<file path="config.mk">
export PLATFORM = sky130hd
export DESIGN_NAME = execute_logic
export DESIGN_NICKNAME = d
export VERILOG_FILES = /design/src/rtl/rapid_pkg.sv /design/src/rtl/rapid_alu.sv /design/src/rtl/execute_logic.sv
export SDC_FILE = /design/constraint.sdc
export NUM_CORES = 1
export LEC_CHECK = 0
export CORE_MARGIN = 8
export CORE_UTILIZATION = 66
export CTS_BUF_LIST = sky130_fd_sc_hd__clkbuf_4 sky130_fd_sc_hd__clkbuf_8 sky130_fd_sc_hd__clkbuf_16
export CTS_CLUSTER_SIZE = 40
export DETAILED_ROUTE_END_ITERATION = 8
export DONT_BUFFER_PORTS = 1
export PLACE_DENSITY = 0.82
export SYNTH_ARGS = -nofsm -noshare
export SYNTH_HDL_FRONTEND = slang
export SYNTH_HIERARCHICAL = 1
export SYNTH_SLANG_ARGS = --single-unit
</file>
<file path="constraint.sdc">
create_clock -name i_clk -period 1 [get_ports i_clk]
set_input_delay 0.2 -clock i_clk [delete_from_list [all_inputs] [get_ports i_clk]]
set_output_delay 0.2 -clock i_clk [all_outputs]
set_load 0.03 [all_outputs]
</file>
<file path="src/rtl/rapid_pkg.sv">
// Shared types for the rapid core: datapath width and the ID/EX and EX/MEM control bundles.
package rapid_pkg;

    localparam int XLEN = 32;

    typedef struct packed {
        logic [4:0] rd;
        logic       reg_write;
        logic       load_upper_imm;
        logic       uncond_branch;
        logic       cond_branch;
        logic       iop;
        logic       alt_op;
        logic [2:0] fcs_opcode;
        logic       mem_read;
        logic       mem_write;
    } control_ex_s;

    typedef struct packed {
        logic [4:0] rd;
        logic       reg_write;
        logic       mem_read;
        logic       mem_write;
        logic [2:0] mem_funct3;
    } control_mem_s;

    function automatic control_ex_s control_ex_s_default();
        return '0;
    endfunction

    function automatic control_mem_s control_mem_s_default();
        return '0;
    endfunction

endpackage

</file>
<file path="src/rtl/rapid_alu.sv">
// Combinational RV32I ALU plus branch comparator; zero latency, no flow control.
module rapid_alu
    import rapid_pkg::*;
(
    input  logic [XLEN-1:0] i_op_a,
    input  logic [XLEN-1:0] i_op_b,
    input  logic [XLEN-1:0] i_cmp_b,
    input  logic [2:0]      i_fcs_opcode,
    input  logic            i_alt_op,
    input  logic            i_iop,
    output logic [XLEN-1:0] o_result,
    output logic            o_branch_taken
);

    logic [4:0] shamt;
    logic       lt_s;
    logic       lt_u;
    logic       cmp_lt_s;
    logic       cmp_lt_u;

    assign shamt    = i_op_b[4:0];
    assign lt_s     = $signed(i_op_a) < $signed(i_op_b);
    assign lt_u     = i_op_a < i_op_b;
    assign cmp_lt_s = $signed(i_op_a) < $signed(i_cmp_b);
    assign cmp_lt_u = i_op_a < i_cmp_b;

    always_comb begin
        o_result = '0;
        unique case (i_fcs_opcode)
            3'b000: o_result = (i_alt_op && !i_iop) ? (i_op_a - i_op_b) : (i_op_a + i_op_b);
            3'b001: o_result = i_op_a << shamt;
            3'b010: o_result = {{(XLEN-1){1'b0}}, lt_s};
            3'b011: o_result = {{(XLEN-1){1'b0}}, lt_u};
            3'b100: o_result = i_op_a ^ i_op_b;
            3'b101: o_result = i_alt_op ? XLEN'($signed(i_op_a) >>> shamt) : (i_op_a >> shamt);
            3'b110: o_result = i_op_a | i_op_b;
            3'b111: o_result = i_op_a & i_op_b;
            default: o_result = '0;
        endcase
    end

    always_comb begin
        o_branch_taken = 1'b0;
        unique case (i_fcs_opcode)
            3'b000: o_branch_taken = (i_op_a == i_cmp_b);
            3'b001: o_branch_taken = (i_op_a != i_cmp_b);
            3'b100: o_branch_taken = cmp_lt_s;
            3'b101: o_branch_taken = !cmp_lt_s;
            3'b110: o_branch_taken = cmp_lt_u;
            3'b111: o_branch_taken = !cmp_lt_u;
            default: o_branch_taken = 1'b0;
        endcase
    end

endmodule

</file>
<file path="src/rtl/execute_logic.sv">
// RV32I execute stage forming the EX/MEM register; 1-cycle latency, new instruction every cycle, no backpressure.
// EXEC_MISALIGN_CHECK_EN adds a registered o_misaligned flag for misaligned redirect targets.
module execute_logic
    import rapid_pkg::*;
(
    input  logic            i_clk,
    input  logic            i_rst_n,
    input  logic [XLEN-1:0] i_pc,
    input  control_ex_s     i_control_signal,
    input  logic [XLEN-1:0] i_rs1,
    input  logic [XLEN-1:0] i_rs2,
    input  logic [XLEN-1:0] i_imm,
    output control_mem_s    o_control_signal,
    output logic            o_pc_load,
    output logic [XLEN-1:0] o_pc_ext,
    output logic [XLEN-1:0] o_memory_data,
    output logic [XLEN-1:0] o_rd_output
`ifdef EXEC_MISALIGN_CHECK_EN
    ,
    output logic            o_misaligned
`endif
);

    control_mem_s    ctl_d, ctl_q;
    logic            pc_load_d, pc_load_q;
    logic [XLEN-1:0] pc_ext_d, pc_ext_q;
    logic [XLEN-1:0] mem_data_d, mem_data_q;
    logic [XLEN-1:0] rd_output_d, rd_output_q;

    logic [XLEN-1:0] pc_plus_imm;
    logic [XLEN-1:0] rs1_plus_imm;
    logic [XLEN-1:0] pc_plus_4;
    logic [XLEN-1:0] alu_result;
    logic            branch_taken;

    assign pc_plus_imm  = i_pc + i_imm;
    assign rs1_plus_imm = i_rs1 + i_imm;
    assign pc_plus_4    = i_pc + XLEN'(4);

    rapid_alu u_alu (
        .i_op_a         (i_rs1),
        .i_op_b         (i_control_signal.iop ? i_imm : i_rs2),
        .i_cmp_b        (i_rs2),
        .i_fcs_opcode   (i_control_signal.fcs_opcode),
        .i_alt_op       (i_control_signal.alt_op),
        .i_iop          (i_control_signal.iop),
        .o_result       (alu_result),
        .o_branch_taken (branch_taken)
    );

    always_comb begin
        ctl_d            = control_mem_s_default();
        ctl_d.rd         = i_control_signal.rd;
        ctl_d.reg_write  = i_control_signal.reg_write;
        ctl_d.mem_read   = i_control_signal.mem_read;
        ctl_d.mem_write  = i_control_signal.mem_write;
        ctl_d.mem_funct3 = i_control_signal.fcs_opcode;
        mem_data_d       = i_rs2;
        pc_load_d        = 1'b0;
        pc_ext_d         = '0;
        rd_output_d      = alu_result;
        if (i_control_signal.load_upper_imm) begin
            rd_output_d = i_control_signal.iop ? i_imm : pc_plus_imm;
        end else if (i_control_signal.uncond_branch) begin
            pc_load_d   = 1'b1;
            pc_ext_d    = i_control_signal.iop ? rs1_plus_imm : pc_plus_imm;
            rd_output_d = pc_plus_4;
        end else if (i_control_signal.cond_branch) begin
            // Target is driven even when not taken; only pc_load gates the redirect.
            pc_load_d   = branch_taken;
            pc_ext_d    = {pc_plus_imm[XLEN-1:1], 1'b0};
            rd_output_d = '0;
        end else if (i_control_signal.mem_read || i_control_signal.mem_write) begin
            rd_output_d = rs1_plus_imm;
        end
    end

    always_ff @(posedge i_clk or negedge i_rst_n) begin
        if (!i_rst_n) begin
            ctl_q       <= control_mem_s_default();
            pc_load_q   <= 1'b0;
            pc_ext_q    <= '0;
            mem_data_q  <= '0;
            rd_output_q <= '0;
        end else begin
            ctl_q       <= ctl_d;
            pc_load_q   <= pc_load_d;
            pc_ext_q    <= pc_ext_d;
            mem_data_q  <= mem_data_d;
            rd_output_q <= rd_output_d;
        end
    end

    assign o_control_signal = ctl_q;
    assign o_pc_load        = pc_load_q;
    assign o_pc_ext         = pc_ext_q;
    assign o_memory_data    = mem_data_q;
    assign o_rd_output      = rd_output_q;

`ifdef EXEC_MISALIGN_CHECK_EN
    logic misaligned_d, misaligned_q;

    assign misaligned_d = (pc_load_d && pc_ext_d[1])
                        || (!i_control_signal.load_upper_imm && i_control_signal.uncond_branch && pc_ext_d[0]);

    always_ff @(posedge i_clk or negedge i_rst_n) begin
        if (!i_rst_n) begin
            misaligned_q <= 1'b0;
        end else begin
            misaligned_q <= misaligned_d;
        end
    end

    assign o_misaligned = misaligned_q;
`endif

endmodule

</file>
==> results.md, run 1 <==
* Mapped Nets at roughly 2800
* Die width at between 150 and 200 um
* Post-synth top area cell: dfrtp_1
* Top-area cell type share of the netlist area at 0.150
* Mapped Cells at 2416
* First-pass GRT wire length at between 200 and 250 mm
* RePlAce Congestion at 1.18
* Vias in the first global route at 34000
* Post-synthesis register bit count at 108
* Post-synth EDFFs at 0
* Max clock buf depth at 2
* Asr flop ratio synth at 1.00
* DP Worst Slack at -3100 ps
* Count leader, synth: nor2_1
* Hpwl dp at 64.8 mm
* I/O pins at 254
* Synth Area per Inst at 7.47 um2
* GR Util All Layers at 0.908
* Grt total ovfl at 1132
* Mapped cell area at 18000 um2
* Outcome: did not finish
* Synth area leaders: dfrtp_1 15%, ha_1 13%, a21oi_1 6.1%
* DIE HEIGHT at 181 um
* Pin count of the biggest net entering global routing at 109
* Stop Error: [ERROR GRT-0116] Global routing finished with congestion. Check the congestion regions in the DRC Viewer.
* CTS sink cnt at 108
* Synth top cells by count: 247 x nor2_1, 219 x a21oi_1, 211 x nand2_1, 195 x o21ai_0, 192 x ha_1
* Yosys warns at 6
* CTS root buffer: clkbuf_16
* Initial Utilization at 0.671
* H-tree depth at 3
* Synth Flop Type: dfrtp_1
* Row cnt at 60
* Port Buffers at 0
* CTS Buf Count at 9
* Post-synthesis cell type count at 88
* Post-synthesis sequential area ratio at 0.150
* Last stage: 5_1_grt
[cell families after synthesis]
family          synth area share
compound gates             0.305
simple gates               0.178
buf+inv                   0.0733
fa+ha+maj                  0.138
mux                        0.101
xor+xnor                  0.0554
flops                      0.150
[repair_timing]
item                                    CTS
pin swaps                               158
hold endpoints to repair                169
resized for setup                       404
hold buffers                             44
endpoints found under the setup margin  171
buffers inserted                         43
gates cloned                             12
[routing by layer]
| metal | track usage | GRT overflow |
|---|---|---|
| met5 | 0.556 | 9 |
| met4 | 0.975 | 344 |
| met3 | 0.821 | 41 |
| met2 | 1.04 | 702 |
| met1 | 0.857 | 36 |
[stage by stage]
| stage | area [um2] | instances |
|---|---|---|
| CTS | 26000 | 3335 |
| detailed placement | 23200 | 3229 |
| global placement | 23200 | 3229 |
| floorplan | 18900 | 2416 |
==> inputs of run 2 (changes only) <==
- CORE_UTILIZATION: 66 -> 40
- CTS_BUF_LIST: sky130_fd_sc_hd__clkbuf_4 sky130_fd_sc_hd__clkbuf_8 sky130_fd_sc_hd__clkbuf_16 -> unset
- CTS_CLUSTER_SIZE: 40 -> unset
- PLACE_DENSITY: 0.82 -> unset
- PLACE_DENSITY_LB_ADDON: unset -> 0.15
==> results.md, run 2 <==
* Post-Synth Adder-Cell Area at 0.138
* Via count at 22100
* Detailed-router iteration count before antenna repair at 6
* PwrDens at 1020 nW/um2
* 1st-iter DRT viols at 2174
* Pin count of the biggest net entering global routing at 109
* Port Buffers at 0
* Synth top cells by count: 247 x nor2_1, 219 x a21oi_1, 211 x nand2_1, 195 x o21ai_0, 192 x ha_1
* Most common cell after layout, fill and taps aside: buf_4
* Die width at 228 um
* Setup TNS at -114640 ps
* Setup crit start kind: input pin
* Yosys warns at 6
* CTS tree: built
* Rel. slew slack at 0.482
* Mapped Nets at 2758
* Final core occ at 0.604
* Max clock buf depth at 2
* XOR/XNOR Fraction of Synth Area at 0.0554
* Fin worst setup slack at -2650 ps
* Synth Area per Inst at about 7.5 um2
* Antenna violations before repair at 1
* Hold Violations, Final at 108
* Mapped Cells at 2416
* Vias in the first global route at 21500
* I/O pins at 254
* GR Util All Layers at 0.338
* Mux cell area share after synthesis at 0.101
* Final wirelength at 94.4 mm
* CTS Buf Count at 9
* Outcome: finished, violations left
* # hold bufs at CTS at 47
* Post-synthesis sequential area ratio at 0.150
* Final Power at 27.6 mW
* Fin crit share at 3.65
* Mapped cell area at between 15000 and 20000 um2
* RePlAce Congestion at approximately 1
* Post-synth EDFFs at 0
* Hold slack at -500 ps
* RSZ-0062 raised after global routing: true
* Critical path class: in2reg
* LEAKAGE at about 12 nW
* CP required at about 1300 ps
* Post-synthesis cell type count at 88
* WL met3 at 7.51 mm
* Metal2 WL at about 43 mm
* Failing checks: hold timing, setup timing
* First-pass GRT wire length at 136 mm
* Slew @ Worst Pin at 778 ps
* Count leader, synth: nor2_1
* Most frequent cells in the layout: 684 x buf_4, 231 x nor2_1, 201 x nand2_1
* Count of pins over their slew limit at 0
* H-tree depth at 3
* CTS sink cnt at 108
* Top sig layer: met4
* Compound-Gate Fraction of Synth Area at 0.305
* HP Class: in2async
* Post-Synth Simple-Gate Area at 0.178
* Min cycle time layout at about 3600 ps
* Main combinational cell family by area after synthesis: compound AO/OA/AOI/OAI gates
* Metal-1 WL at ~39 mm
* Initial Utilization at 0.401
* Layout cells sized above 1 at 0.416
* Drt drc at 0
* Layout area overhead at 50.7%
* Synth area leaders: dfrtp_1 15%, ha_1 13%, a21oi_1 6.1%
* VDD IR max at 0.000917 V
* Nets at 3400
* Post-synthesis register bit count at 108
* Asr flop ratio synth at 1.00
* Reg clk slew, reported paths at around 80 ps
* Grt total ovfl at 0
* Routed Antenna Nets at 0
* Max Fclk at 0.274 GHz
* Avg Vias per Cell at 6.02
* Worst Path Max Fanout at just over 100
* CTS root buffer: clkbuf_16
* Critical Path Sink Type: register
* Synth Flop Type: dfrtp_1
* DIE AREA at 52100 um2
* DIE HEIGHT at between 200 and 250 um
* Final setup violation count at 172
* Hpwl dp at 73.1 mm
* Post-synth top area cell: dfrtp_1
* Core area at 45000 um2
* Filler cells at 4134
* Max Cap Viol at 0
* Row cnt at 78
* Top-area cell type share of the netlist area at 0.150
* Crit path arrival time at 3910 ps
* Wire length per cell at 25.8 um
## run 2: cell counts after synthesis
No cell type changed its count.
## run 2: final cells by class
type / instances / area [um2] / area share
Antenna cell: 1 / 2.50 / 0.0000921
Clock buffer: 12 / 256 / 0.00944
Clock inverter: 4 / 77.6 / 0.00285
Inverter: 184 / 708 / 0.0261
Multi-Input combinational cell: 1972 / 16200 / 0.594
Sequential cell: 108 / 2840 / 0.104
Tap cell: 600 / 751 / 0.0276
Timing Repair Buffer: 783 / 6400 / 0.235
## run 2: worst max-delay path by stage
stage,slack [ps],from,cells after the start,to
floorplan,-3090,i_control_signal[6],21,o_rd_output[30]
global placement,-3030,i_control_signal[6],16,o_rd_output[30]
detailed placement,-3100,i_control_signal[6],16,o_rd_output[30]
CTS,-2510,i_control_signal[6],17,o_rd_output[30]
global route,-2580,i_control_signal[6],17,o_rd_output[30]
finish,-2650,i_control_signal[6],16,o_rd_output[30]
## run 2: logic make-up (layout without fill, tap and decap cells)
family	after synthesis	in the layout
muxes	127	127
adders and majority gates	196	196
and+or+nand+nor	702	702
xor gates and xnor gates	114	114
DFF	108	108
other	0	1
AOI/OAI and AO/OA	833	833
buffers and inverters	336	983
## run 2: report_power, final
group | switching (mW) | internal [mW]
clock network | 1.91 | 2.36
registers | 1.09 | 4.85
logic | 9.00 | 8.43
total | 12.0 | 15.6
## run 2: stage by stage
| stage | hold WS (ps) | setup slack [ps] | area (um2) | std cells |
|---|---|---|---|---|
| floorplan | -95.6 | -3090 | 18900 | 2416 |
| CTS | -516 | -2510 | 25600 | 3618 |
| detailed placement | -93.2 | -3100 | 24000 | 3541 |
| global placement | -92.9 | -3030 | 24000 | 3541 |
| finish | -500 | -2650 | 27200 | 3664 |
| global route | -511 | -2580 | 27200 | 3664 |
## run 2: worst max-delay path: stages
cell and delay (ps):
o21ai_4 340, ha_4 180, inv_2 40, fa_2 330
nand2b_4 170, a211oi_4 310, o211ai_1 220, and4_4 280
o41ai_4 260, a31oi_2 140, a211oi_2 230, xnor2_1 90
a221o_1 400, a2111oi_4 340, and2_1 170, a211oi_1 50
## run 2: routing by layer
layer | track usage | up-vias
li1 | - | 10100
met1 | 0.436 | 10700
met2 | 0.549 | 1016
met3 | 0.0650 | 197
met4 | 0.140 | 0
met5 | 0 | -
## run 2: what timing repair did
| item | CTS | global route |
|---|---|---|
| gates cloned | 0 | 4 |
| endpoints found under the hold margin | 172 | 108 |
| setup endpoints to repair | 171 | 171 |
| buffers inserted | 14 | 43 |
| pin swaps | 65 | 127 |
| resized for setup | 180 | 300 |
(Power assumes the default switching activity.)
